===== src/rtl/cnn_core_ctrl_pkg.sv =====
// cnn_core_ctrl_pkg: FSM encoding and default sizes for the CNN core pass sequencer
package cnn_core_ctrl_pkg;
  localparam int WIN_BW_DEF = 16;
  localparam int MAX_INFLIGHT_DEF = 8;
  typedef enum logic [1:0] {S_IDLE = 2'd0, S_RUN = 2'd1, S_DRAIN = 2'd2, S_DONE = 2'd3} state_t;
endpackage


===== src/rtl/cnn_core_ctrl_if.sv =====
// cnn_core_ctrl_if: pass control, window issue and result return signals of one CNN core
interface cnn_core_ctrl_if #(parameter int WIN_BW = cnn_core_ctrl_pkg::WIN_BW_DEF);
  logic start;
  logic [WIN_BW-1:0] cfg_num_win;
  logic busy;
  logic done;
  logic src_valid;
  logic src_ready;
  logic core_in_valid;
  logic [WIN_BW-1:0] core_win_idx;
  logic relu_valid;
  logic out_pop;
  logic [WIN_BW-1:0] res_cnt;
  logic err;
  modport slave (
    input start, cfg_num_win, src_valid, relu_valid, out_pop,
    output busy, done, src_ready, core_in_valid, core_win_idx, res_cnt, err
  );
  modport master (
    output start, cfg_num_win, src_valid, relu_valid, out_pop,
    input busy, done, src_ready, core_in_valid, core_win_idx, res_cnt, err
  );
endinterface


===== src/rtl/cnn_credit_cnt.sv =====
// cnn_credit_cnt: up/down credit counter for a buffer of MAX entries
// A return while already full is dropped and flagged on ovf.
module cnn_credit_cnt #(
  parameter int MAX = 8,
  parameter int BW = $clog2(MAX + 1)
) (
  input  logic          clk,
  input  logic          reset_n,
  input  logic          load,
  input  logic          dec,
  input  logic          inc,
  output logic [BW-1:0] credits,
  output logic          ovf
);
  localparam logic [BW-1:0] FULL = BW'(MAX);
  logic [BW-1:0] nxt;
  always_comb begin
    ovf = inc & (credits == FULL);
    nxt = load ? FULL : credits + BW'(inc & ~ovf) - BW'(dec & |credits);
  end
  always_ff @(posedge clk or negedge reset_n)
    if (!reset_n) credits <= FULL;
    else credits <= nxt;
endmodule


===== src/rtl/cnn_core_ctrl.sv =====
// cnn_core_ctrl: issues a programmed number of windows into the CNN core under credit
// control and counts rectified results back until the pass completes
module cnn_core_ctrl #(
  parameter int WIN_BW = cnn_core_ctrl_pkg::WIN_BW_DEF,
  parameter int MAX_INFLIGHT = cnn_core_ctrl_pkg::MAX_INFLIGHT_DEF,
  parameter int CRD_BW = $clog2(MAX_INFLIGHT + 1)
) (
  input logic clk,
  input logic reset_n,
  cnn_core_ctrl_if.slave bus
);
  import cnn_core_ctrl_pkg::*;
  state_t state, state_n;
  logic [WIN_BW-1:0] num_win, iss_cnt, res_cnt, res_n;
  logic [CRD_BW-1:0] credits;
  logic accept, fire, active, relu_sat, ovf, err;
  assign accept = (state == S_IDLE) & bus.start;
  assign bus.src_ready = (state == S_RUN) & (iss_cnt < num_win) & (credits != '0);
  assign fire = bus.src_valid & bus.src_ready;
  assign active = (state == S_RUN) | (state == S_DRAIN);
  assign relu_sat = res_cnt == num_win;
  assign res_n = res_cnt + WIN_BW'(bus.relu_valid & active & ~relu_sat);
  assign bus.busy = (state != S_IDLE) | accept;
  assign bus.done = state == S_DONE;
  assign bus.res_cnt = res_cnt;
  assign bus.err = err;
  cnn_credit_cnt #(.MAX(MAX_INFLIGHT), .BW(CRD_BW)) u_crd (
    .clk(clk), .reset_n(reset_n), .load(accept), .dec(fire), .inc(bus.out_pop),
    .credits(credits), .ovf(ovf)
  );
  always_comb begin
    state_n = state;
    unique case (state)
      S_IDLE: if (accept) state_n = (bus.cfg_num_win == '0) ? S_DONE : S_RUN;
      S_RUN: if (fire && (iss_cnt + WIN_BW'(1) == num_win)) state_n = S_DRAIN;
      S_DRAIN: if (res_n == num_win) state_n = S_DONE;
      S_DONE: state_n = S_IDLE;
    endcase
  end
  always_ff @(posedge clk or negedge reset_n)
    if (!reset_n) state <= S_IDLE;
    else state <= state_n;
  always_ff @(posedge clk or negedge reset_n)
    if (!reset_n) begin
      num_win <= '0;
      iss_cnt <= '0;
      res_cnt <= '0;
      err <= 1'b0;
      bus.core_in_valid <= 1'b0;
      bus.core_win_idx <= '0;
    end else begin
      bus.core_in_valid <= fire;
      if (fire) bus.core_win_idx <= iss_cnt;
      if (accept) begin
        num_win <= bus.cfg_num_win;
        iss_cnt <= '0;
        res_cnt <= '0;
        err <= 1'b0;
      end else begin
        iss_cnt <= iss_cnt + WIN_BW'(fire);
        res_cnt <= res_n;
        err <= err | ovf | (bus.relu_valid & (~active | relu_sat));
      end
    end
endmodule

===== src/flat_wrapper.sv =====
// flat-port wrapper written by rule: the top's interface ports become plain ports
module cnn_core_ctrl_flat import cnn_core_ctrl_pkg::*;
#(
  parameter int WIN_BW = cnn_core_ctrl_pkg::WIN_BW_DEF,
  parameter int MAX_INFLIGHT = cnn_core_ctrl_pkg::MAX_INFLIGHT_DEF,
  parameter int CRD_BW = $clog2(MAX_INFLIGHT + 1)
)
  (clk, reset_n, bus_start, bus_cfg_num_win, bus_src_valid, bus_relu_valid, bus_out_pop, bus_busy, bus_done, bus_src_ready, bus_core_in_valid, bus_core_win_idx, bus_res_cnt, bus_err);
  cnn_core_ctrl_if #(.WIN_BW(WIN_BW)) bus_i ();
  input logic clk;
  input logic reset_n;
  input wire logic [$bits(bus_i.start)-1:0] bus_start;
  input wire logic [$bits(bus_i.cfg_num_win)-1:0] bus_cfg_num_win;
  input wire logic [$bits(bus_i.src_valid)-1:0] bus_src_valid;
  input wire logic [$bits(bus_i.relu_valid)-1:0] bus_relu_valid;
  input wire logic [$bits(bus_i.out_pop)-1:0] bus_out_pop;
  output wire logic [$bits(bus_i.busy)-1:0] bus_busy;
  output wire logic [$bits(bus_i.done)-1:0] bus_done;
  output wire logic [$bits(bus_i.src_ready)-1:0] bus_src_ready;
  output wire logic [$bits(bus_i.core_in_valid)-1:0] bus_core_in_valid;
  output wire logic [$bits(bus_i.core_win_idx)-1:0] bus_core_win_idx;
  output wire logic [$bits(bus_i.res_cnt)-1:0] bus_res_cnt;
  output wire logic [$bits(bus_i.err)-1:0] bus_err;
  assign bus_i.start = bus_start;
  assign bus_i.cfg_num_win = bus_cfg_num_win;
  assign bus_i.src_valid = bus_src_valid;
  assign bus_i.relu_valid = bus_relu_valid;
  assign bus_i.out_pop = bus_out_pop;
  assign bus_busy = bus_i.busy;
  assign bus_done = bus_i.done;
  assign bus_src_ready = bus_i.src_ready;
  assign bus_core_in_valid = bus_i.core_in_valid;
  assign bus_core_win_idx = bus_i.core_win_idx;
  assign bus_res_cnt = bus_i.res_cnt;
  assign bus_err = bus_i.err;
  cnn_core_ctrl #(.WIN_BW(WIN_BW), .MAX_INFLIGHT(MAX_INFLIGHT), .CRD_BW(CRD_BW)) u_core (.clk(clk), .reset_n(reset_n), .bus(bus_i));
endmodule

===== config.mk =====
export PLATFORM = sky130hd
export DESIGN_NAME = cnn_core_ctrl_flat
export DESIGN_NICKNAME = d
export VERILOG_FILES = /design/src/rtl/cnn_core_ctrl_pkg.sv /design/src/rtl/cnn_core_ctrl_if.sv /design/src/rtl/cnn_credit_cnt.sv /design/src/rtl/cnn_core_ctrl.sv /design/src/flat_wrapper.sv
export SDC_FILE = /design/constraint.sdc
export NUM_CORES = 1
export LEC_CHECK = 0
export CORE_MARGIN = 1.5
export CORE_UTILIZATION = 45
export DETAILED_ROUTE_END_ITERATION = 7
export PLACE_DENSITY_LB_ADDON = 0.25
export SYNTH_ARGS = -nofsm -noshare
export SYNTH_HDL_FRONTEND = slang
export SYNTH_SLANG_ARGS = --single-unit

===== constraint.sdc =====
create_clock -name clk -period 9 [get_ports clk]
set_input_delay 2.7 -clock clk [delete_from_list [all_inputs] [get_ports clk]]
set_output_delay 2.7 -clock clk [all_outputs]
set_load 0.1 [all_outputs]

==> results of run 1 <==
-- power breakdown --
part	internal [uW]	leakage [uW]	total, uW	switching [uW]
Sequential	400	0.000954	518	118
Combinational	315	0.00143	820	505
Clock	162	0.000112	292	130
Total	877	0.00250	1630	752
-- worst max path at each step --
| stage | start | endpoint | cells after the start |
|---|---|---|---|
| finish | bus_start | bus_busy | 3 |
| detailed placement | bus_start | bus_busy | 3 |
| CTS | bus_start | bus_busy | 3 |
| floorplan | bus_start | bus_busy | 1 |
| global placement | bus_start | bus_busy | 3 |
| global route | bus_start | bus_busy | 3 |
-- cells by family after synthesis --
group	synth area share
AND/OR/NAND/NOR	0.209
multiplexers	0.0433
XOR/XNOR	0.128
buffers and inverters	0.0560
flip-flops	0.374
AO/OA/AOI/OAI	0.103
adder cells (fa/ha/maj)	0.0872
-- layer usage --
metal  vias to the layer above  routed length [um]  global-route usage
met5                         -                   0                   0
met4                         0                 382              0.0895
met3                        25                 446              0.0558
met2                        79                5940               0.388
met1                      1856                5300               0.272
li1                       1892                   -                   -
-- final cells by class --
class / instances / area [sq um] / area share
repair buffers: 59 / 586 / 0.103
well taps: 136 / 170 / 0.0300
inverters: 36 / 135 / 0.0239
flip-flops and latches: 72 / 1800 / 0.318
multi-input cells: 389 / 2750 / 0.486
clock buffers: 10 / 138 / 0.0243
clock inverters: 6 / 82.6 / 0.0146
-- state kept, by name, indices dropped and copies added, names as in the netlist --
| register | cells |
|---|---|
| u_core.u_crd.credits | 4 |
| u_core.state | 2 |
| u_core.iss_cnt | 16 |
| u_core.num_win | 16 |
| u_core.bus.err | 1 |
| u_core.bus.core_in_valid | 1 |
| u_core.bus.res_cnt | 16 |
| u_core.bus.core_win_idx | 16 |
-- metrics by stage --
stage	worst slack, ns	total power [uW]	instances
6_report	1.81	1630	708
5_1_grt	1.76	1740	708
4_1_cts	1.81	1640	708
3_5_place_dp	1.81	1340	692
3_3_place_gp	1.84	1310	692
2_1_floorplan	2.82	1130	526
-- placed cells by master (no fill, tap or decap), types with 11 or more instances in the layout --
cell type / synthesis / final
sky130_fd_sc_hd__dfrtp_1: 71 / 71
sky130_fd_sc_hd__nor4_1: 11 / 11
sky130_fd_sc_hd__xor2_1: 28 / 28
sky130_fd_sc_hd__clkdlybuf4s50_1: 0 / 57
sky130_fd_sc_hd__nand2_1: 38 / 38
sky130_fd_sc_hd__a21oi_1: 11 / 11
sky130_fd_sc_hd__mux2_2: 15 / 15
sky130_fd_sc_hd__ha_1: 32 / 32
sky130_fd_sc_hd__nor2_1: 54 / 54
sky130_fd_sc_hd__xnor2_1: 40 / 40
sky130_fd_sc_hd__nand3_1: 25 / 25
sky130_fd_sc_hd__o21ai_0: 28 / 28
sky130_fd_sc_hd__nand4_1: 11 / 11
sky130_fd_sc_hd__inv_1: 36 / 36
-- worst max-delay path, stage by stage --
cell and delay, ns:
sky130_fd_sc_hd__clkdlybuf4s50_1 0.49, sky130_fd_sc_hd__nand2b_1 0.16, sky130_fd_sc_hd__clkdlybuf4s50_1 1.14
==> results.md, run 1 <==
Placed design:
- The number of port buffers is 58.
- At the end of routability-driven placement, the weighted congestion stood at slightly below 0.9.
- Summing all placed instances gives a cell area of between 5000 and 6000 sq um.
- Detailed placement ended at an HPWL of about 9000 um.

Min path:
- The hold-critical path endpoint is u_core.bus.core_win_idx[0].
- The startpoint identified for the worst hold timing path is u_core.bus.core_win_idx[0].
- The number of instances on the worst hold path is 2.
- The type of the tightest min-delay check is reg2reg.

CTS:
- The clock reaches the later pin of the worst-skew pair after about 0.36 ns.
- The total CTS buffers is 9.
- The post-CTS setup buffer count is 0.
- The clock slew at the register clock pins of the worst setup and hold paths is approximately 0.07 ns.
- The buffer cell driving the clock tree root is sky130_fd_sc_hd__clkbuf_8.
- In this run, post-CTS hold repair placed 0 buffers.
- The sink count of the clock tree is between 70 and 80.
- Counting along the longest clock path gives a buffer depth of 2.
- TritonCTS built the clock tree.
- The H-tree depth is 3.
- The number of resized instances in the post-cts repair step is 0.

Final layout:
- The area growth from synthesis to layout is 17.5%.
- The share of the core filled with cells is 0.546.
- The final instance area is 5660 sq um.
- 0 antenna diodes ended up in the layout.
- After filler insertion, the fill cell instance count of the layout stands at ~970.
- The number of nets in the finished design is 622.
- The ratio of cells with drive above 1 in the final layout is 0.0892.

Synth:
- Yosys attributes the largest share of cell area to sky130_fd_sc_hd__dfrtp_1 (37%), sky130_fd_sc_hd__ha_1 (8.3%), sky130_fd_sc_hd__xnor2_1 (7.3%).
- The count of flip-flops with a built-in enable after synthesis is 0.
- The register area share after synthesis is 0.374.
- sky130_fd_sc_hd__dfrtp_1 takes more of the synthesized area than any other cell.
- The synthesized instance count is ~530.
- The area share of the largest cell type after synthesis is 0.368.
- In this run, synthesis produced a sequential element count of 72.
- The synthesized netlist contains 60 unique library cells.
- Synthesis produced a netlist with a net count of 581.
- In the synthesized netlist, the cells that appear most often are sky130_fd_sc_hd__dfrtp_1 (71), sky130_fd_sc_hd__nor2_1 (54), sky130_fd_sc_hd__xnor2_1 (40).
- Among all cell types in the netlist, the one instantiated most often is sky130_fd_sc_hd__dfrtp_1.
- The post-synthesis async set-or-reset flop share is 1.00.
- For this run, the number of Yosys warnings is 0.
- A synthesized cell averages 9.17 sq um.
- For this run, the leading register cell type out of synthesis is sky130_fd_sc_hd__dfrtp_1.
- The netlist area before placement is between 4000 and 5000 sq um.

STA:
- The final setup violation count is 0.
- The remaining max-slew budget at the tightest pin is 0.298.
- Setup repair after global routing left no endpoint under its margin.
- The number of max-slew violations in the final report came to 0.
- Of the available clock period, the critical path in the final layout requires 0.799.
- After routing, the total negative slack on setup checks comes to 0 ns.
- The clock period could shrink to about 7.2 ns.
- The maximum clock frequency is 0.139 GHz.
- The final clock skew is around 0.013 ns.
- The number of hold violations in the final report was 0.
- The hold slack is 0.502 ns.
- The measured slew at the worst slew-check pin is about 1.1 ns.

GRT:
- The maximum number of pins on one net before global-route repair is 73.
- The number of antenna violations at the first check in global routing is 0.
- The via count of the first global-routing pass was approximately 3900.
- The first global-routing pass estimated 19700 um of wire.
- Global routing finished with a remaining overflow of 0.
- For this run, the total global-route usage over all layers was measured as 0.226.

Routing:
- The number of vias per cell is roughly 5.4.
- Wires add up to roughly 12000 um.
- The count of routing violations after the opening detailed-route iteration is approximately 130.
- The average wire per cell in the routed design is 17.0 um.
- The first detailed-routing pass took 4 iterations.
- After detailed routing, the number of remaining DRC violations is 0.
- Across all layers, the routed design uses ~3900 vias.
- In this run the remaining antenna-violating nets after routing total 0.

Critical path:
- The highest fanout seen on the critical path is 3.
- The critical path start-end classification is in2out.
- The kind of start point of the critical path is an input pin.
- Measured in cells, the most critical reg-to-reg path has a length of 15.
- For the worst setup path, the data arrival time is 4.49 ns.
- The endpoint class of the critical path is an output port.
- The worst flop-to-flop path endpoint is u_core.state[1].
- The critical path data required time is approximately 6.3 ns.
- The startpoint identified for the worst register-to-register timing path is u_core.bus.res_cnt[8].
- The worst reg-to-reg setup slack is between 4 and 5 ns.

Die:
- From left edge to right edge, the die measures around 110 um.
- The die covers 11300 sq um.
- The core area is about 10000 sq um.
- In this run the count of I/O pins placed on the die edge is between 50 and 60.
- The count of standard-cell rows is 37.
- From bottom edge to top edge, the die measures 107 um.
- The initial utilization of the core area, before any placement, comes to 0.465.

Pwr:
- The power per cell area is 288 nW/um^2.
- Across the VDD grid, the largest voltage drop is about 0.00021 V.
- The cell leakage power is approximately 0.0025 uW.

Flow run:
- The number of maximum-capacitance constraint violations is 0.

Status:
- The run finished with clean final reports.
No activity file was read; power rests on OpenSTA's default activity.
==> run 2: changes to the inputs <==
==> constraint.sdc (replaced) <==
create_clock -name clk -period 6 [get_ports clk]
set_input_delay 1.8 -clock clk [delete_from_list [all_inputs] [get_ports clk]]
set_output_delay 1.8 -clock clk [all_outputs]
set_load 0.1 [all_outputs]
==> run 2 against run 1 <==
  * Worst setup slack got worse by 0.66 ns
  * Largest power group unchanged
  * Core utilization grew 0.25 points
  * Sequential share of layout area shrank 0.15 points
  * Via count up 0.67%
  * First-iteration DRC count rose by 22%
==> results.md, run 2 (synthesized netlist as in run 1, its figures left out) <==
Status:
- Result of the run: finished clean (unchanged).

Routing:
- The number of vias per cell is 5.47 (was 5.44).
- The count of antenna-violating nets left after detailed routing is 0 (unchanged).
- The first-pass iteration count of the detailed router was 4 (unchanged).
- The count of routing violations after the opening detailed-route iteration is 154 (was 126).
- The total via count in the routed design is 3878 (was 3852).
- The average wire per cell in the routed design is 16.5 um (was 17.0 um).
- The DRC violation count after routing came to 0 (unchanged).
- The post-detailed-routing wire length is 11700 um (was 12100 um).

Final layout:
- The count of antenna diodes in the layout is 0 (unchanged).
- The ratio of cells with drive above 1 in the final layout is 0.0942 (was 0.0892).
- The relative area change from synthesis to final layout is 18.0% (was 17.5%).
- The number of cells in the finished layout apart from fillers is 709 (was 708).
- The final instance area is 5690 sq um (was 5660 sq um).
- The number of nets in the finished design was 623 (was 622).
- The fill cell instance count of the final layout came to 970 (was 973).
- The combined flip-flop and latch cell area is 1800 sq um (unchanged).
- The commonest non-fill, non-tap cell in the layout is sky130_fd_sc_hd__dfrtp_1 (unchanged).
- Most used cells in the layout excluding fill and tap cells: sky130_fd_sc_hd__dfrtp_1 (71), sky130_fd_sc_hd__clkdlybuf4s50_1 (55), sky130_fd_sc_hd__nor2_1 (54), sky130_fd_sc_hd__xnor2_1 (40), sky130_fd_sc_hd__nand2_1 (38) (was sky130_fd_sc_hd__dfrtp_1 (71), sky130_fd_sc_hd__clkdlybuf4s50_1 (57), sky130_fd_sc_hd__nor2_1 (54), sky130_fd_sc_hd__xnor2_1 (40), sky130_fd_sc_hd__nand2_1 (38)).
- The area of the multi-input gates is 2750 sq um (unchanged).

Placed design:
- The total cell area at the placement stage is 5450 sq um (was 5440 sq um).
- The number of placed instances with taps included was 693 (was 692).
- The number of port buffers came to 58 (unchanged).
- The HPWL reported at the end of detailed placement is 8810 um (was 8960 um).
- The pre-CTS setup slack is 0.793 ns (was 1.81 ns).
- The weighted congestion at the end of routability-driven global placement is 0.896 (was 0.879).

Critical path:
- The depth of the worst register-to-register path is 15 (unchanged).
- The endpoint class of the critical path is a flip-flop (was output port).
- The highest fanout seen on the critical path is 9 (was 3).
- The critical path data required time is 6.27 ns (was 6.30 ns).
- The kind of start point of the critical path is an input pin (unchanged).
- The critical path start-end classification is in2reg (was in2out).
- The family of cells with the greatest summed delay on the critical path is simple AND/OR/NAND/NOR gates (was buffers and inverters).
- The cell with the largest stage delay on the worst path is sky130_fd_sc_hd__or4_4 (was sky130_fd_sc_hd__clkdlybuf4s50_1).
- The worst endpoint data arrival time came to 5.13 ns (was 4.49 ns).
- The largest incremental delay on the critical path is 0.57 ns (was 1.14 ns).
- List of cells traversed by the critical path: clkdlybuf4s50_1 -> inv_1 -> nor2_1 -> ha_1 -> ha_1 -> nand4_4 -> or4_4 -> o211a_1 -> nor3_2 -> nor2_1 -> or4_1 -> a22oi_2 -> mux2i_1 (was clkdlybuf4s50_1 -> nand2b_1 -> clkdlybuf4s50_1).
- The sum of buffers and inverters on the critical path came to 2 (unchanged).
- The number of cells on the critical path came to 13 (was 3).

STA:
- Timing would allow up to approximately 0.2 GHz.
- The final worst slack is 1.14 ns (was 1.81 ns).
- The post-route setup TNS came to 0 ns (unchanged).
- The final setup violation count was 0 (unchanged).
- The number of max-slew violations in the final report is 0 (unchanged).
- Unrepaired setup endpoints after global routing: no (unchanged).
- The final clock skew is 0.0136 ns (was 0.0131 ns).
- The hold slack is 0.498 ns (was 0.502 ns).
- The measured slew at the worst slew-check pin is 0.978 ns (was 1.05 ns).
- The remaining max-slew budget at the tightest pin came to 0.346 (was 0.298).
- The clock period minus final worst setup slack is about 5 ns.
- The number of hold violations in the final report is 0 (unchanged).
- The post-route clock period utilization is 0.810.

Pwr:
- The power per cell area was 433 nW/um^2 (was 288 nW/um^2).
- The worst voltage drop across the vdd grid was 0.000332 V (was 0.000213 V).
- The cell leakage power is 0.00251 uW (was 0.00250 uW).

GRT:
- The number of antenna violations at the first check in global routing is 0 (unchanged).
- The via count of the first global-routing pass is 3866 (was 3930).
- The final global-route overflow total is 0 (unchanged).
- The all-layer global routing usage is 0.218 (was 0.226).
- The first-pass GRT wire length is 19300 um (was 19700 um).
- The maximum number of pins on one net before global-route repair is 73 (unchanged).

CTS:
- The buffer levels on the longest clock path was 2 (unchanged).
- The post-CTS setup buffer count is 0 (unchanged).
- The later-pin clock latency in the skew report was 0.35 ns (was 0.36 ns).
- The clock slew at the register clock pins of the worst setup and hold paths is 0.09 ns (was 0.07 ns).
- The total CTS buffers is 9 (unchanged).
- The CTS tree was yes (unchanged).
- The H-tree depth is 3 (unchanged).
- The buffer cell driving the clock tree root was sky130_fd_sc_hd__clkbuf_8 (unchanged).
- The post-cts hold buffer count is 0 (unchanged).
- The number of resized instances in the post-cts repair step is 0 (unchanged).
- The sink count of the clock tree was 72 (unchanged).

Die:
- The initial core utilization is 0.465 (unchanged).
- The number of I/O pins is 59 (unchanged).
- The core area is 10400 sq um (unchanged).
- The count of standard-cell rows is 37 (unchanged).
- The die outline area came to 11300 sq um (unchanged).
- The die width came to 107 um (unchanged).
- The height of the die is 107 um (unchanged).

Min path:
- The number of instances on the worst hold path is 2 (unchanged).
- The type of the tightest min-delay check is reg2reg (unchanged).

Flow run:
- The number of maximum-capacitance constraint violations is 0 (unchanged).
## run 2: cell count changes in the layout (fill, tap and decap cells not counted)
cell                              change
sky130_fd_sc_hd__buf_4                +3
sky130_fd_sc_hd__bufinv_16            +1
sky130_fd_sc_hd__clkbuf_8             -1
sky130_fd_sc_hd__clkdlybuf4s50_1      -2
sky130_fd_sc_hd__clkinv_2             -2
sky130_fd_sc_hd__clkinv_4             +2
## run 2: report_power, final
group | total [uW] | switching, uW | internal, uW
Combinational | 1210 | 745 | 469
Sequential | 777 | 177 | 601
Clock | 475 | 199 | 277
## run 2: area by class of cell
class | instances | share of cell area
clock inverters | 7 | 0.0211
repair buffers | 60 | 0.103
flip-flops and latches | 72 | 0.317
well taps | 136 | 0.0299
multi-input cells | 389 | 0.483
clock buffers | 9 | 0.0218
inverters | 36 | 0.0237
## run 2: layer usage
layer | track usage | vias to the layer above | wire (um)
met2 | 0.371 | 102 | 5670
met1 | 0.276 | 1865 | 5270
li1 | - | 1891 | -
met5 | 0 | - | 0
met3 | 0.0417 | 20 | 497
met4 | 0.0810 | 0 | 291
## run 2: path summary, 6_finish.rpt
path / from / endpoint / slack (ns)
hold reg to reg: u_core.bus.core_win_idx[0] / u_core.bus.core_win_idx[0] / 0.50
min in group asynchronous: reset_n / u_core.bus.res_cnt[2] / 1.58
max in group asynchronous: reset_n / u_core.iss_cnt[1] / 3.81
setup / recovery: bus_relu_valid / u_core.state[1] / 1.14
setup reg to reg: u_core.bus.res_cnt[8] / u_core.state[1] / 1.84
hold / removal: u_core.bus.core_win_idx[0] / u_core.bus.core_win_idx[0] / 0.50
## run 2: per-stage QoR
stage,power [uW],utilization
after floorplan,1690,-
after global placement,1960,0.525
after detailed placement,1990,0.525
after CTS,2480,0.549
after global routing,2630,0.549
final,2470,0.549
## run 2: worst reg2reg max path, cell delays in order, from the launching register on
cell and delay (ns):
sky130_fd_sc_hd__dfrtp_1 0.49, sky130_fd_sc_hd__xor2_1 0.23, sky130_fd_sc_hd__nor4_1 0.28, sky130_fd_sc_hd__nand4_1 0.14, sky130_fd_sc_hd__o31ai_1 0.35, sky130_fd_sc_hd__nor2_1 0.08
sky130_fd_sc_hd__ha_1 0.23, sky130_fd_sc_hd__ha_1 0.28, sky130_fd_sc_hd__xor2_1 0.20, sky130_fd_sc_hd__nor3b_1 0.23, sky130_fd_sc_hd__a31oi_1 0.08, sky130_fd_sc_hd__nor4_1 0.32
sky130_fd_sc_hd__nand3_1 0.12, sky130_fd_sc_hd__or4_1 0.57, sky130_fd_sc_hd__a22oi_2 0.27, sky130_fd_sc_hd__mux2i_1 0.22
